<file path="src/rtl/alu_pkg.sv">
// Shared definitions for the ALU issue stage: MIPS opcode/funct encodings,
// the destination descriptor and the destination/overflow decode helper.
package alu_pkg;

    // Primary opcodes (inst[31:26])
    localparam logic [5:0] OP_RTYPE = 6'h00;
    localparam logic [5:0] OP_BEQ   = 6'h04;
    localparam logic [5:0] OP_BNE   = 6'h05;
    localparam logic [5:0] OP_ADDI  = 6'h08;
    localparam logic [5:0] OP_ADDIU = 6'h09;
    localparam logic [5:0] OP_SLTI  = 6'h0A;
    localparam logic [5:0] OP_SLTIU = 6'h0B;
    localparam logic [5:0] OP_ANDI  = 6'h0C;
    localparam logic [5:0] OP_ORI   = 6'h0D;
    localparam logic [5:0] OP_XORI  = 6'h0E;
    localparam logic [5:0] OP_LW    = 6'h23;
    localparam logic [5:0] OP_SW    = 6'h2B;

    // R-type function codes (inst[5:0])
    localparam logic [5:0] FN_SLL  = 6'h00;
    localparam logic [5:0] FN_SRL  = 6'h02;
    localparam logic [5:0] FN_SRA  = 6'h03;
    localparam logic [5:0] FN_SLLV = 6'h04;
    localparam logic [5:0] FN_SRLV = 6'h06;
    localparam logic [5:0] FN_SRAV = 6'h07;
    localparam logic [5:0] FN_ADD  = 6'h20;
    localparam logic [5:0] FN_ADDU = 6'h21;
    localparam logic [5:0] FN_SUB  = 6'h22;
    localparam logic [5:0] FN_SUBU = 6'h23;
    localparam logic [5:0] FN_AND  = 6'h24;
    localparam logic [5:0] FN_OR   = 6'h25;
    localparam logic [5:0] FN_XOR  = 6'h26;
    localparam logic [5:0] FN_NOR  = 6'h27;
    localparam logic [5:0] FN_SLT  = 6'h2A;
    localparam logic [5:0] FN_SLTU = 6'h2B;

    // Writeback target: wr=1 means one of the two architectural registers
    // is written, sel picks reg_a (0) or reg_b (1).
    typedef struct packed {
        logic wr;
        logic sel;
    } dest_t;

    // Decode result: destination plus whether the ALU overflow flag applies.
    typedef struct packed {
        dest_t dest;
        logic  ovf_check;
    } decode_t;

    // Map an instruction word to its writeback target. Destinations other
    // than register index 0 or 1 do not exist in this stage and are dropped.
    function automatic decode_t decode_dest(input logic [31:0] inst);
        decode_t    d;
        logic [5:0] op;
        logic [5:0] fn;
        logic [4:0] idx;
        logic       has_dest;
        logic       ovf;
        op       = inst[31:26];
        fn       = inst[5:0];
        idx      = 5'd0;
        has_dest = 1'b0;
        ovf      = 1'b0;
        case (op)
            OP_RTYPE: begin
                case (fn)
                    FN_ADD, FN_SUB: begin
                        has_dest = 1'b1;
                        idx      = inst[15:11];
                        ovf      = 1'b1;
                    end
                    FN_ADDU, FN_SUBU, FN_SLL, FN_SLLV, FN_SRL, FN_SRLV,
                    FN_SRA, FN_SRAV, FN_AND, FN_OR, FN_XOR, FN_NOR,
                    FN_SLT, FN_SLTU: begin
                        has_dest = 1'b1;
                        idx      = inst[15:11];
                    end
                    default: begin
                        has_dest = 1'b0;
                    end
                endcase
            end
            OP_ADDI: begin
                has_dest = 1'b1;
                idx      = inst[20:16];
                ovf      = 1'b1;
            end
            OP_ADDIU, OP_ANDI, OP_ORI, OP_XORI, OP_SLTI, OP_SLTIU, OP_LW: begin
                has_dest = 1'b1;
                idx      = inst[20:16];
            end
            default: begin
                // beq, bne, sw and unknown opcodes never write back
                has_dest = 1'b0;
            end
        endcase
        d.dest.wr   = has_dest && (idx[4:1] == 4'd0);
        d.dest.sel  = idx[0];
        d.ovf_check = ovf;
        return d;
    endfunction

endpackage

</file>
<file path="src/rtl/alu_inst_fifo.sv">
// Instruction FIFO for the ALU issue stage: DEPTH x 32-bit, single push and
// pop per cycle, synchronous flush. Head word reads as zero when empty.
module alu_inst_fifo #(
    parameter int DEPTH = 4
) (
    input  logic        clk,
    input  logic        rst_n,
    input  logic        push,
    input  logic [31:0] push_data,
    input  logic        pop,
    input  logic        flush,
    output logic [31:0] head_data,
    output logic        full,
    output logic        empty
);
    import alu_pkg::*;

    localparam int             AW       = $clog2(DEPTH);
    localparam logic [AW:0]    FULL_CNT = (AW + 1)'(DEPTH);

    logic [31:0]   mem_r [DEPTH];
    logic [AW-1:0] wr_ptr_r;
    logic [AW-1:0] rd_ptr_r;
    logic [AW:0]   count_r;
    logic          wr_en_s;
    logic          rd_en_s;

    assign full      = (count_r == FULL_CNT);
    assign empty     = (count_r == '0);
    assign wr_en_s   = push && !full && !flush;
    assign rd_en_s   = pop && !empty && !flush;
    assign head_data = empty ? 32'd0 : mem_r[rd_ptr_r];

    // Storage array: write the tail slot on an accepted push
    always_ff @(posedge clk) begin
        if (wr_en_s) begin
            mem_r[wr_ptr_r] <= push_data;
        end
    end

    // Pointers and occupancy; flush and reset both return to empty
    always_ff @(posedge clk) begin
        if (!rst_n) begin
            wr_ptr_r <= '0;
            rd_ptr_r <= '0;
            count_r  <= '0;
        end else if (flush) begin
            wr_ptr_r <= '0;
            rd_ptr_r <= '0;
            count_r  <= '0;
        end else begin
            if (wr_en_s) begin
                wr_ptr_r <= wr_ptr_r + AW'(1);
            end
            if (rd_en_s) begin
                rd_ptr_r <= rd_ptr_r + AW'(1);
            end
            case ({wr_en_s, rd_en_s})
                2'b10:   count_r <= count_r + (AW + 1)'(1);
                2'b01:   count_r <= count_r - (AW + 1)'(1);
                default: count_r <= count_r;
            endcase
        end
    end

endmodule

</file>
<file path="src/rtl/alu_issue_stage.sv">
// ALU issue stage: queues instructions, presents the head plus reg_a/reg_b
// to a combinational ALU and writes the result back on the issuing edge.
// Optional build macro ALU_ISSUE_STATS_EN adds issue/overflow counters.
module alu_issue_stage #(
    parameter int DEPTH = 4
) (
    input  logic        clk,
    input  logic        rst_n,
    input  logic        in_valid,
    input  logic [31:0] in_inst,
    output logic        in_ready,
    input  logic        flush,
    input  logic        stall,
    input  logic        load_en,
    input  logic        load_sel,
    input  logic [31:0] load_data,
    output logic [31:0] alu_inst,
    output logic [31:0] alu_reg_a,
    output logic [31:0] alu_reg_b,
    input  logic [31:0] alu_result,
    input  logic [2:0]  alu_flags,
`ifdef ALU_ISSUE_STATS_EN
    output logic [31:0] stat_issued,
    output logic [31:0] stat_ovf,
`endif
    output logic        issue,
    output logic        exc_ovf
);
    import alu_pkg::*;

    logic        full_s;
    logic        empty_s;
    logic [31:0] head_s;
    logic        push_s;
    decode_t     dec_s;
    logic        ovf_hit_s;
    logic        wb_ok_s;
    logic        wb_a_s;
    logic        wb_b_s;
    logic [31:0] reg_a_r;
    logic [31:0] reg_b_r;
    logic        exc_ovf_r;
    logic        unused_flags_s;

    assign in_ready = !full_s && !flush;
    assign push_s   = in_valid && in_ready;
    assign issue    = !empty_s && !stall && !flush;

    alu_inst_fifo #(
        .DEPTH (DEPTH)
    ) u_fifo (
        .clk       (clk),
        .rst_n     (rst_n),
        .push      (push_s),
        .push_data (in_inst),
        .pop       (issue),
        .flush     (flush),
        .head_data (head_s),
        .full      (full_s),
        .empty     (empty_s)
    );

    assign alu_inst  = head_s;
    assign alu_reg_a = reg_a_r;
    assign alu_reg_b = reg_b_r;
    assign exc_ovf   = exc_ovf_r;

    // Only the overflow flag matters to this stage
    assign unused_flags_s = &{1'b0, alu_flags[1:0]};

    assign dec_s     = decode_dest(head_s);
    assign ovf_hit_s = issue && dec_s.ovf_check && alu_flags[2];
    assign wb_ok_s   = issue && dec_s.dest.wr && !ovf_hit_s;
    assign wb_a_s    = wb_ok_s && !dec_s.dest.sel;
    assign wb_b_s    = wb_ok_s && dec_s.dest.sel;

    // Architectural registers: external load beats writeback to the same register
    always_ff @(posedge clk) begin
        if (!rst_n) begin
            reg_a_r <= 32'd0;
            reg_b_r <= 32'd0;
        end else begin
            if (load_en && !load_sel) begin
                reg_a_r <= load_data;
            end else if (wb_a_s) begin
                reg_a_r <= alu_result;
            end else begin
                reg_a_r <= reg_a_r;
            end
            if (load_en && load_sel) begin
                reg_b_r <= load_data;
            end else if (wb_b_s) begin
                reg_b_r <= alu_result;
            end else begin
                reg_b_r <= reg_b_r;
            end
        end
    end

    // Overflow exception pulse, one cycle after the offending issue
    always_ff @(posedge clk) begin
        if (!rst_n) begin
            exc_ovf_r <= 1'b0;
        end else begin
            exc_ovf_r <= ovf_hit_s;
        end
    end

`ifdef ALU_ISSUE_STATS_EN
    logic [31:0] stat_issued_r;
    logic [31:0] stat_ovf_r;

    assign stat_issued = stat_issued_r;
    assign stat_ovf    = stat_ovf_r;

    // Free-running issue and overflow counters, wrapping at 2^32
    always_ff @(posedge clk) begin
        if (!rst_n) begin
            stat_issued_r <= 32'd0;
            stat_ovf_r    <= 32'd0;
        end else begin
            if (issue) begin
                stat_issued_r <= stat_issued_r + 32'd1;
            end else begin
                stat_issued_r <= stat_issued_r;
            end
            if (exc_ovf_r) begin
                stat_ovf_r <= stat_ovf_r + 32'd1;
            end else begin
                stat_ovf_r <= stat_ovf_r;
            end
        end
    end
`endif

endmodule

</file>
<file path="config.mk">
export PLATFORM = sky130hd
export DESIGN_NAME = alu_issue_stage
export DESIGN_NICKNAME = d
export VERILOG_FILES = /design/src/rtl/alu_pkg.sv /design/src/rtl/alu_inst_fifo.sv /design/src/rtl/alu_issue_stage.sv
export SDC_FILE = /design/constraint.sdc
export NUM_CORES = 1
export LEC_CHECK = 0
export CAP_MARGIN = 15
export CORE_MARGIN = 10
export CORE_UTILIZATION = 54
export DETAILED_ROUTE_END_ITERATION = 6
export PLACE_DENSITY = 0.87
export SLEW_MARGIN = 30
export SYNTH_ARGS = -nofsm -noshare
export SYNTH_HDL_FRONTEND = slang
export SYNTH_SLANG_ARGS = --single-unit
</file>
<file path="constraint.sdc">
create_clock -name clk -period 5.8 [get_ports clk]
set_clock_uncertainty 0.15 [all_clocks]
set_input_delay 0.58 -clock clk [delete_from_list [all_inputs] [get_ports clk]]
set_output_delay 0.58 -clock clk [all_outputs]
set_load 0.01 [all_outputs]
</file>
# Word-level counts from Yosys, hierarchy flattened
# Memory sizes are Yosys's and may differ from the RTL's. A register that Yosys moved wholly into a read port is not among the register bits.
# Cells that the tools add are included.
[word_totals]
reg_bits = 72
ramBits = 128
input_bits = 106
out_inout_bits = 99
wordCells = 89
mem_count = 1
[op_classes]
addsub = 4
eq_ne = 26
n_mux = 16
n_bitwise = 1
reduce_logical = 35
[memory_table]
columns = ["name", "depth", "word_bits", "read_ports", "rd_clocked_by_memory_dff", "wr", "line_no", "text"]
rows = [
  ["u_fifo.mem_r", 4, 32, 1, 1, 1, "alu_inst_fifo.sv:21", "logic [31:0] mem_r [DEPTH];"],
]
[op_table]
columns = ["operator", "count"]
rows = [
  ["2-to-1 mux 32 bit", 5],
  ["equality test 6 bit, second input constant", 11],
  ["equality test 6 x 4 -> 1 bit, second input constant", 7],
  ["equality test 6 x 3 -> 1 bit, second input constant", 3],
  ["logical AND 1 bit", 17],
  ["OR reduction 16 bit", 1],
  ["equality test 6 x 2 -> 1 bit, second input constant", 2],
  ["zero test 6 bit", 2],
  ["case mux 5 bit (2 select lines)", 1],
  ["OR reduction 8 bit", 1],
  ["zero test 1 bit", 7],
  ["case mux 3 bit (2 select lines)", 1],
  ["nonzero test 2 bit", 3],
  ["2-to-1 mux 5 bit", 1],
  ["adder 2 x 1 -> 2 bit, second input constant", 2],
  ["zero test 4 bit", 1],
  ["2-to-1 mux 1 bit", 4],
  ["2-to-1 mux 2 bit", 2],
  ["case mux 1 bit (2 select lines)", 2],
  ["OR reduction 2 bit", 2],
  ["adder 3 x 1 -> 3 bit, second input constant", 1],
  ["equality test 3 bit, second input constant", 1],
  ["zero test 3 bit", 1],
  ["subtractor 3 x 1 -> 3 bit, second input constant", 1],
  ["3 further kinds", 3],
]

# Depth between registers and ports, before layout
[depth]
depth_word = 13
depth_mapped = 11
depth_no_buf = 10

# Modules after synthesis
# Synthesis repeated with hierarchy kept, for this count alone.
[hier_totals]
cells_unflattened = 625
hier_area_um2 = 8557.0
[modules_own_cells]
columns = ["mod", "n_inst", "cells_per_inst", "area_per_inst_um2", "seq_area_each_um2"]
rows = [
  ["alu_inst_fifo", 1, 259, 5345.1, 4023.9],
  ["alu_issue_stage", 1, 366, 3211.8, 1301.2],
]

# Worst setup path before layout
# No wires, ideal clock.
[synth_path]
path_kind = "register -> register"
startpoint = "register (tool-made name)"
endpoint = "register reg_a_r[0], in the netlist alu_reg_a[0]"
setup_ns = 0.123
arrival_time_ns = 2.793
t_required_ns = 5.527
path_slack_ns = 2.734
stages_incl_launch_ff = 12
n_path_buf = 4
period_less_slack_ns = 3.066
cell_sequence = "dfxtp_1 buf_4 buf_4 buf_2 mux4_2 and2_1 nor4_1 o31ai_1 a311oi_2 a21boi_2 buf_6 mux2i_1"
[synth_rtl]
columns = ["item", "line_no", "text"]
rows = [
  ["end signal: assignment", "alu_issue_stage.sv:84", "reg_a_r <= load_data;"],
  ["end signal: assignment", "alu_issue_stage.sv:86", "reg_a_r <= alu_result;"],
  ["end signal: assignment", "alu_issue_stage.sv:88", "reg_a_r <= reg_a_r;"],
  ["end: declaration", "alu_issue_stage.sv:40", "logic [31:0] reg_a_r;"],
]

==> reports/results.ini <==
[global_routing]
grt_start_max_net_pins = 86
grt.total_usage_pct = 21.8
antenna_found_initial = 2
grt.overflow.total = 0
grt_pass1_vias = 6641
grt_pass1_wl_microns = 38200

[final_layout]
fin_nets = 962
fin_util_pct = 73.5
postLayoutCellArea_sq_um = 11800
drive_above_1_share_pct = 10.6
area_growth_syn_to_layout_pct = 32.8

[floorplanning]
io_pins = 205
initial_utilization_pct = 55.3
dieWidth_microns = 148
rows = 46
die_height_microns = 148
fp.dieArea_sq_um = 21900
floorplan.core_area_sq_um = 16000

[power_and_ir_drop]
ir_drop_v = 0.000299
p_per_area_nw_per_um2 = 282
power_leakage_nw = 4.21

[route]
avgViaCountPerCell = 5.77
drt_iter0_drc = 464
post_drt_wl_per_cell_microns = 22.5
drtAntennaViolNets = 0
wl_microns = 24300
via_count = 6253
drtPass1Iterations = 5
drc = 0

[worst_setup_path]
crit_family = compound AO/OA/AOI/OAI gates
cp_common_cell = buf_4
critPathCaptureType = register
critPathKind = reg -> reg
crit_chain = buf_4 -> mux4_2 -> and4b_1 -> o31ai_1 -> nand2_1 -> a22o_1 -> a21boi_4 -> buf_4 -> mux2i_1
cp.arrival_ps = 4650
r2r_cells = 9
worstSetupStartpointType = register
rr_endpoint = alu_reg_b[10]
slowest_delay_ps = 780
cp_max_fo = 20
r2r_setup_slack_ps = 1410
cp_data_required_time_ps = 6060
cp.depth = 9
slowest_stage = dfxtp_2
crit_buf_inv = 2

[synth]
yosysSeqAreaShare_pct = 60.2
yosysWarnings = 0
synth-seq-cells = 202
yosys.area.top_type = edfxtp_1
syn_area_sq_um = 8850
synth_flop_cell = edfxtp_1
synth_top_area_share_pct = 43.4
synthArstFlopShare_pct = 0
synth_nets = 769
syn_area_per_cell_sq_um = 13.5
yosysUniqueCellTypes = 43
netlist_instances = 657
synthTopCellsByArea = edfxtp_1 43%, dfxtp_1 17%, mux4_2 8.1%
synth_common_cells = 128 x edfxtp_1, 74 x dfxtp_1, 70 x nand2_1
yosys.cell_count.top_type = edfxtp_1
synth_edf_count = 128

[cts]
cts_buffer_depth = 3
hold_buffers = 0
cts_made_buffers = 22
post_cts.repair.setup_buffers = 0
ctsResizeCount = 0
h-tree-depth = 1
cts-root-buf = clkbuf_16
clock-sinks = 202
cts.reportedPaths.clkPinSlew_ps = 60
cts_tree = yes
clock_latency_ps = 510

[placed_design]
dp_slack_ps = 1380
gp_congestion = 0.780
port_buffers = 202
dp_hpwl_microns = 16300
place_area_sq_um = 11000

[timing]
tightest_slew_ps = 764
timing.final.crit_share_pct = 75.7
layout_min_cycle_time_ps = 4390
tns_ps = 0
final_max_slew_viol_count = 0
rsz0062_at_grt = no
setup_viol = 0
slew_headroom_pct = 47.8
fin_ws_ps = 1410
timing.fmax_mhz = 228
hold_viol = 0

[status]
status = completed

[min_path]
whs_path_depth = 2
hp-start = alu_reg_a[14]
hold_end = alu_reg_a[14]
hold_class = reg -> reg

[run]
cap_violations = 0

==> report_power, final <==
group | leakage [nW] | switching [W] | internal (W) | total (W)
combinational | 2.12 | 0.000169 | 0.000192 | 0.000361
clock | 0.326 | 0.000575 | 0.000793 | 0.00137
sequential | 1.77 | 0.0000209 | 0.00157 | 0.00159
total | 4.21 | 0.000765 | 0.00256 | 0.00332
==> worst register-to-register path, cell delays in order, from the launching register on <==
cell and delay [ps]:
dfxtp_2 780, buf_4 410, mux4_2 590, and4b_1 220, o31ai_1 440, nand2_1 140
a22o_1 250, a21boi_4 560, buf_4 470, mux2i_1 280
==> registers in the layout (all words and copies together), names as in the netlist, named ones only <==
signal / cells
exc_ovf: 1
u_fifo.count_r: 3
u_fifo.wr_ptr_r: 2
u_fifo.rd_ptr_r: 2
alu_reg_a: 32
alu_reg_b: 32
u_fifo.mem_r: 128
==> through the flow <==
stage	std cells	hold WS (ps)	total power (W)
floorplan	657	329	0.00178
global placement	1042	293	0.00196
detailed placement	1042	301	0.00198
CTS	1082	309	0.00334
global route	1083	325	0.00343
finish	1083	309	0.00332
==> cells by family after synthesis <==
| group | Yosys count | share of synthesized area, % |
|---|---|---|
| adder cells (fa/ha/maj) | 6 | 0.933 |
| AO/OA/AOI/OAI | 84 | 7.17 |
| XOR/XNOR | 5 | 0.495 |
| flip-flops | 202 | 60.2 |
| buffers and inverters | 52 | 2.81 |
| multiplexers | 97 | 15.5 |
| AND/OR/NAND/NOR | 211 | 12.9 |
==> cells in the final DEF, fill, tap and decap left out, types with 2 or more instances in the layout <==
| cell type | synthesis | layout |
|---|---|---|
| clkdlybuf4s50_1 | 0 | 201 |
| edfxtp_1 | 128 | 128 |
| dfxtp_1 | 74 | 72 |
| nand2_1 | 70 | 69 |
| nand2b_1 | 69 | 68 |
| o211ai_1 | 65 | 65 |
| mux2i_1 | 65 | 65 |
| and2_1 | 33 | 33 |
| mux4_2 | 32 | 32 |
| clkbuf_16 | 0 | 22 |
| buf_4 | 2 | 13 |
| nor2_1 | 11 | 11 |
| inv_1 | 7 | 7 |
| clkinvlp_4 | 0 | 6 |
| ha_1 | 5 | 5 |
| nor3_1 | 5 | 4 |
| and3_1 | 4 | 4 |
| nor4_1 | 4 | 4 |
| o21ai_0 | 4 | 4 |
| a21oi_1 | 4 | 4 |
| xor2_1 | 3 | 3 |
| clkinv_1 | 0 | 3 |
| and4b_1 | 2 | 2 |
| or3_1 | 3 | 2 |
| nand4b_1 | 2 | 2 |
| o31ai_1 | 2 | 2 |
| a22oi_1 | 2 | 2 |
| a21boi_4 | 0 | 2 |
| xnor2_1 | 2 | 2 |
| dfxtp_2 | 0 | 2 |
| clkinv_4 | 0 | 2 |
| bufinv_16 | 0 | 2 |
| clkbuf_1 | 34 | 2 |
==> area by class of cell <==
cell class              count  area (sq um)
clock inverters            16           160
multi-input cells         403          3300
repair buffers            214          2110
clock buffers              24           558
flip-flops and latches    202          5330
diodes                      1          2.50
inverters                   7          26.3
fillers                  1008          4240
well taps                 216           270
==> routing by layer <==
metal	part of all wire, %	vias to the layer above	wire [microns]	track usage [%]
li1	-	2845	-	-
met1	38	3049	9200	26.1
met2	50	307	12200	37.2
met3	8.9	52	2170	6.04
met4	2.9	0	716	6.84
met5	0	-	0	0
==> how the worst max path moves through the flow <==
stage,slack [ps],from,end
2_1_floorplan,2730,register,alu_reg_a[0]
3_3_place_gp,1530,register,alu_reg_b[19]
3_5_place_dp,1380,register,alu_reg_b[17]
4_1_cts,1330,register,alu_reg_b[10]
5_1_grt,1090,register,alu_reg_b[10]
6_report,1410,register,alu_reg_b[10]
No activity file was read; power rests on OpenSTA's default activity.
